## src/rtl/sobel_pkg.sv

```systemverilog
// Shared types and widths for the Sobel gradient path.
// Optional build macro used by sobel_gradient: SOBEL_REPLICATE_EDGE_EN.
package sobel_pkg;

    localparam int PIXEL_WIDTH = 8;
    localparam int GRAD_WIDTH  = 11;

    typedef logic [PIXEL_WIDTH-1:0]        pixel_t;
    typedef logic signed [GRAD_WIDTH-1:0]  grad_t;
    typedef logic [PIXEL_WIDTH+1:0]        wsum_t;

    typedef struct packed {
        pixel_t top;
        pixel_t mid;
        pixel_t bot;
    } column_t;

    // Difference of two unsigned weighted sums as a signed gradient.
    // Operands are zero-extended first, so the result cannot overflow.
    function automatic grad_t wdiff(input wsum_t a, input wsum_t b);
        logic [GRAD_WIDTH-1:0] ea;
        logic [GRAD_WIDTH-1:0] eb;
        ea = GRAD_WIDTH'(a);
        eb = GRAD_WIDTH'(b);
        return grad_t'(ea - eb);
    endfunction

endpackage

```

## src/rtl/sobel_weight3.sv

```systemverilog
// Combinational 1-2-1 weighted sum of three pixels.
// Ports: p0, p1, p2 pixels in; sum = p0 + 2*p1 + p2 out.
module sobel_weight3
    import sobel_pkg::*;
(
    input  pixel_t p0,
    input  pixel_t p1,
    input  pixel_t p2,
    output wsum_t  sum
);

    assign sum = wsum_t'(p0) + wsum_t'({p1, 1'b0}) + wsum_t'(p2);

endmodule

```

## src/rtl/sobel_gradient.sv

```systemverilog
// Sliding 3x3 window and 2-stage Sobel gx/gy pipeline feeding the magnitude stage.
// Ports: clk, reset (sync, active-high); colTop/colMid/colBot, inValid,
//   rowStart, stall in; gx, gy (signed), outValid (one-cycle pulse) out.
// Build macro SOBEL_REPLICATE_EDGE_EN: replicate the first column of a row
//   as the left edge, giving N-1 results per N-column row instead of N-2.
module sobel_gradient
    import sobel_pkg::*;
(
    input  logic                         clk,
    input  logic                         reset,
    input  logic [PIXEL_WIDTH-1:0]       colTop,
    input  logic [PIXEL_WIDTH-1:0]       colMid,
    input  logic [PIXEL_WIDTH-1:0]       colBot,
    input  logic                         inValid,
    input  logic                         rowStart,
    input  logic                         stall,
    output logic signed [GRAD_WIDTH-1:0] gx,
    output logic signed [GRAD_WIDTH-1:0] gy,
    output logic                         outValid
);

    column_t l_q, l_d, c_q, c_d, r_q, r_d;
    logic [1:0] cnt_q, cnt_d;
    logic full_q, full_d;
    wsum_t colw_l_q, colw_l_d, colw_r_q, colw_r_d;
    wsum_t roww_t_q, roww_t_d, roww_b_q, roww_b_d;
    logic v1_q, v1_d;
    grad_t gx_q, gx_d, gy_q, gy_d;
    logic ov_q, ov_d;

    column_t new_col;
    wsum_t colw_l, colw_r, roww_t, roww_b;
    logic accept;
    logic full_hit;

    assign new_col = '{top: colTop, mid: colMid, bot: colBot};
    assign accept  = inValid & ~stall;
    // Window completes on a non-rowStart accept once two columns are
    // already held; with edge replication rowStart preloads cnt to 2.
    assign full_hit = accept & ~rowStart & (cnt_q >= 2'd2);

    sobel_weight3 u_colw_l (
        .p0(l_q.top), .p1(l_q.mid), .p2(l_q.bot), .sum(colw_l)
    );
    sobel_weight3 u_colw_r (
        .p0(r_q.top), .p1(r_q.mid), .p2(r_q.bot), .sum(colw_r)
    );
    sobel_weight3 u_roww_t (
        .p0(l_q.top), .p1(c_q.top), .p2(r_q.top), .sum(roww_t)
    );
    sobel_weight3 u_roww_b (
        .p0(l_q.bot), .p1(c_q.bot), .p2(r_q.bot), .sum(roww_b)
    );

    always_comb begin
        l_d      = l_q;
        c_d      = c_q;
        r_d      = r_q;
        cnt_d    = cnt_q;
        full_d   = full_q;
        colw_l_d = colw_l_q;
        colw_r_d = colw_r_q;
        roww_t_d = roww_t_q;
        roww_b_d = roww_b_q;
        v1_d     = v1_q;
        gx_d     = gx_q;
        gy_d     = gy_q;
        ov_d     = ov_q;
        if (!stall) begin
            full_d = full_hit;
            v1_d   = full_q;
            ov_d   = v1_q;
            if (full_q) begin
                colw_l_d = colw_l;
                colw_r_d = colw_r;
                roww_t_d = roww_t;
                roww_b_d = roww_b;
            end
            if (v1_q) begin
                gx_d = wdiff(colw_r_q, colw_l_q);
                gy_d = wdiff(roww_b_q, roww_t_q);
            end
            if (accept) begin
                if (rowStart) begin
`ifdef SOBEL_REPLICATE_EDGE_EN
                    l_d   = new_col;
                    c_d   = new_col;
                    r_d   = new_col;
                    cnt_d = 2'd2;
`else
                    l_d   = c_q;
                    c_d   = r_q;
                    r_d   = new_col;
                    cnt_d = 2'd1;
`endif
                end else begin
                    l_d   = c_q;
                    c_d   = r_q;
                    r_d   = new_col;
                    cnt_d = (cnt_q == 2'd3) ? 2'd3 : cnt_q + 2'd1;
                end
            end
        end
    end

    always_ff @(posedge clk) begin
        if (reset) begin
            l_q      <= '0;
            c_q      <= '0;
            r_q      <= '0;
            cnt_q    <= '0;
            full_q   <= 1'b0;
            colw_l_q <= '0;
            colw_r_q <= '0;
            roww_t_q <= '0;
            roww_b_q <= '0;
            v1_q     <= 1'b0;
            gx_q     <= '0;
            gy_q     <= '0;
            ov_q     <= 1'b0;
        end else begin
            l_q      <= l_d;
            c_q      <= c_d;
            r_q      <= r_d;
            cnt_q    <= cnt_d;
            full_q   <= full_d;
            colw_l_q <= colw_l_d;
            colw_r_q <= colw_r_d;
            roww_t_q <= roww_t_d;
            roww_b_q <= roww_b_d;
            v1_q     <= v1_d;
            gx_q     <= gx_d;
            gy_q     <= gy_d;
            ov_q     <= ov_d;
        end
    end

    assign gx       = gx_q;
    assign gy       = gy_q;
    assign outValid = ov_q;

endmodule
```

## config.mk

```make
export PLATFORM = sky130hd
export DESIGN_NAME = sobel_gradient
export DESIGN_NICKNAME = d
export VERILOG_FILES = /design/src/rtl/sobel_pkg.sv /design/src/rtl/sobel_weight3.sv /design/src/rtl/sobel_gradient.sv
export SDC_FILE = /design/constraint.sdc
export NUM_CORES = 1
export LEC_CHECK = 0
export ABC_AREA = 0
export CORE_ASPECT_RATIO = 0.7
export CORE_UTILIZATION = 66
export CTS_BUF_LIST = sky130_fd_sc_hd__clkbuf_8
export CTS_CLUSTER_SIZE = 10
export DETAILED_ROUTE_END_ITERATION = 10
export GPL_ROUTABILITY_DRIVEN = 0
export PLACE_DENSITY = 0.89
export SLEW_MARGIN = 5
export SYNTH_ARGS = -nofsm -noshare
export SYNTH_HDL_FRONTEND = slang
export SYNTH_SLANG_ARGS = --single-unit
```

## constraint.sdc

```tcl
create_clock -name clk -period 6 [get_ports clk]
set_clock_uncertainty 0.05 [all_clocks]
set_input_delay 0.9 -clock clk [delete_from_list [all_inputs] [get_ports clk]]
set_output_delay 0.9 -clock clk [all_outputs]
set_load 0.01 [all_outputs]
```

==> out/results.ini <==
[timing]
grt_setup_unrepaired=false
post-route-period-util=0.483
tightest_slew_ps=1280
fin_setup_tns_ps=0
clock.fmax_mhz=345
fin_crit_ps=2900
finalMaxSlewViolations=0
setup_viol=0
layout_setup_ws_ps=3100
relSlewSlack=0.142
hold_violations=0

[clock_tree]
cts.clk_slew.worst_paths_ps=80
clock_sinks=139
cts_tree=yes
cts_buffer_depth=2
cts_buffers=17
clk_latency_ps=460
post_cts_resize_count=0
postCtsSetupBuffers=0
hold_buffers=0
htree_levels=4
cts-root-buf=clkbuf_8

[run]
drv_cap=0

[logic_synthesis]
synth_area_um2=7650
synth_cell_type_count=41
syn_nets=1039
syn_inst=920
yosys_warnings=0
async_flop_share=0
yosys_register_bits=139
synth_edf_count=0
ys.flop_type=dfxtp_1
ys_seq_area_frac=0.364
syn_avg_cell_area_um2=8.32

[worst_setup_path]
rr_startpoint=r_q[1]
critical_path_class=reg2reg
crit_path_start_kind=flip-flop
reg2regPathDepth=10
path_max_fanout=4
arrival_ps=3130
endpoint_kind=flip-flop
reg2reg_slack_ps=3100
critPathRequiredTime_ps=6240
r2r_end=roww_b_q[9]

[routing]
routed_wirelength_um=17900
drc_errors=0
drt-vias-per-instance=6.01
wl_per_cell_um=16.1
first_iter_violations=660
num_vias=6668
drt_first_pass_iters=6
drtAntennaViolNets=0

[global_route]
gr-usage-all-layers=0.316
grt_max_degree=122
grt_pass1_vias=5989
antenna_found_initial=0
overflow=0
grt_pass1_wl_um=29400

[placed_design]
place_ws_ps=2690
place_inst=1077
port-buffer-count=51
dp_hpwl_um=12500

[floorplanning]
initial_core_util=0.687
die_area_um2=12000
core_area_um2=11100
io_pins=52
die_x_um=131
rows=32
die_h_um=92.1

[cells_and_area]
final_util=0.769
nNetsFinal=1062
syn2layout_area_growth_pct=11.9
drive_gt1_frac=0.0418
layout.cells.non_filler=1109
fillCellCount=827
num_antenna_cells=0

[power]
peakVddDrop_uv=167
leakage_uw=0.00338
power_density_nw_per_um2=221

[outcome]
status=completed

[worst_hold_path]
whs_path_depth=2
hold_path_end=l_q[8]
min-delay-start=c_q[8]
hold_class=reg2reg

-- final cells by class --
type | count | area [um2] | share of cell area
repair buffers | 55 | 538 | 0.0629
flip-flops and latches | 139 | 2780 | 0.325
multi-input cells | 690 | 4470 | 0.523
clock inverters | 12 | 148 | 0.0172
clock buffers | 20 | 275 | 0.0322
inverters | 40 | 150 | 0.0175
well taps | 153 | 191 | 0.0224
-- metal layers --
layer / wire, um / part of all wire / vias to the layer above / GRT usage
met5: 0 / 0 / - / 0
met4: 187 / 0.010 / 0 / 0.0852
met3: 1170 / 0.066 / 20 / 0.0694
met2: 8090 / 0.45 / 246 / 0.476
met1: 8450 / 0.47 / 3151 / 0.455
li1: - / - / 3251 / -
-- worst max-delay path by stage --
| stage | endpoint | cells past startpoint | startpoint |
|---|---|---|---|
| floorplan | roww_t_q[7] | 11 | l_q[17] |
| detailed placement | roww_t_q[9] | 4 | stall |
| finish | roww_b_q[9] | 10 | r_q[1] |
| CTS | roww_b_q[9] | 10 | l_q[1] |
| global placement | colw_r_q[9] | 4 | stall |
| global route | roww_t_q[9] | 4 | stall |
-- flip-flops by register name, indices dropped and copies added, names as in the netlist --
signal    flops
v1_q          1
gy           11
outValid      1
gx           11
full_q        1
r_q          24
l_q          24
colw_r_q     10
roww_t_q     10
cnt_q         2
c_q          24
roww_b_q     10
colw_l_q     10
-- cell usage after synthesis, types with 5 or more instances --
master	n	area share
nand2_1	218	0.11
dfxtp_1	139	0.36
a21oi_1	129	0.084
ha_1	56	0.092
inv_1	39	0.019
o21ai_0	38	0.025
fa_1	34	0.089
nor2_1	31	0.015
a211oi_1	25	0.025
nand3_1	25	0.016
buf_2	22	0.014
or4_1	20	0.020
clkbuf_1	19	0.0093
nor4b_1	18	0.021
a21o_1	11	0.011
a31oi_1	11	0.0090
nand4_1	9	0.0074
or3_1	9	0.0074
nor2b_1	8	0.0065
nor3_1	6	0.0039
xnor2_1	6	0.0069
xor2_1	5	0.0057
-- report_power, final --
group	switching (uW)	internal, uW
Combinational	76.2	50.4
Clock	378	441
Sequential	14.7	933
-- cells in the final DEF, fill, tap and decap left out, types with 2 or more instances in the layout --
master	instances
nand3_1	25
a32o_1	2
nand2b_1	3
a22oi_1	2
or4_1	20
nor2_1	31
o22ai_1	4
fa_1	34
nand4_1	9
clkbuf_8	20
a31oi_1	11
clkinv_2	2
a211oi_1	25
xor2_1	5
o21ai_0	38
dfxtp_1	139
buf_4	5
clkinv_4	2
nor2b_1	6
nand2_1	218
inv_1	41
ha_1	56
a21o_1	11
nor3_1	6
a21oi_1	129
nor4b_1	18
mux2i_1	2
or3_1	9
bufinv_16	3
nand3b_1	4
clkinvlp_4	3
clkdlybuf4s50_1	50
o32ai_1	4
xnor2_1	6
and3_1	2
-- metrics by stage --
stage                     total power, uW  cell area [um2]  hold slack, ps
after floorplan                      1050             7650             382
after global placement               1090             8140             387
after detailed placement             1090             8140             391
after CTS                            1890             8560             400
after global routing                 1960             8560             426
final                                1890             8560             401
-- critical path, cell delays in order, from the launching register on --
cell	delay [ps]
dfxtp_1	410
inv_1	80
fa_1	480
inv_1	50
ha_1	230
fa_1	470
a211oi_1	290
nor2_1	100
o21ai_0	290
nor2b_1	190
o32ai_1	100
-- kinds of logic after synthesis --
| group | share of synthesized area |
|---|---|
| compound gates | 0.171 |
| fa+ha+maj | 0.181 |
| xor+xnor | 0.0126 |
| simple gates | 0.217 |
| buf+inv | 0.0531 |
| mux | 0.00262 |
| flops | 0.364 |
(Power assumes the default switching activity.)
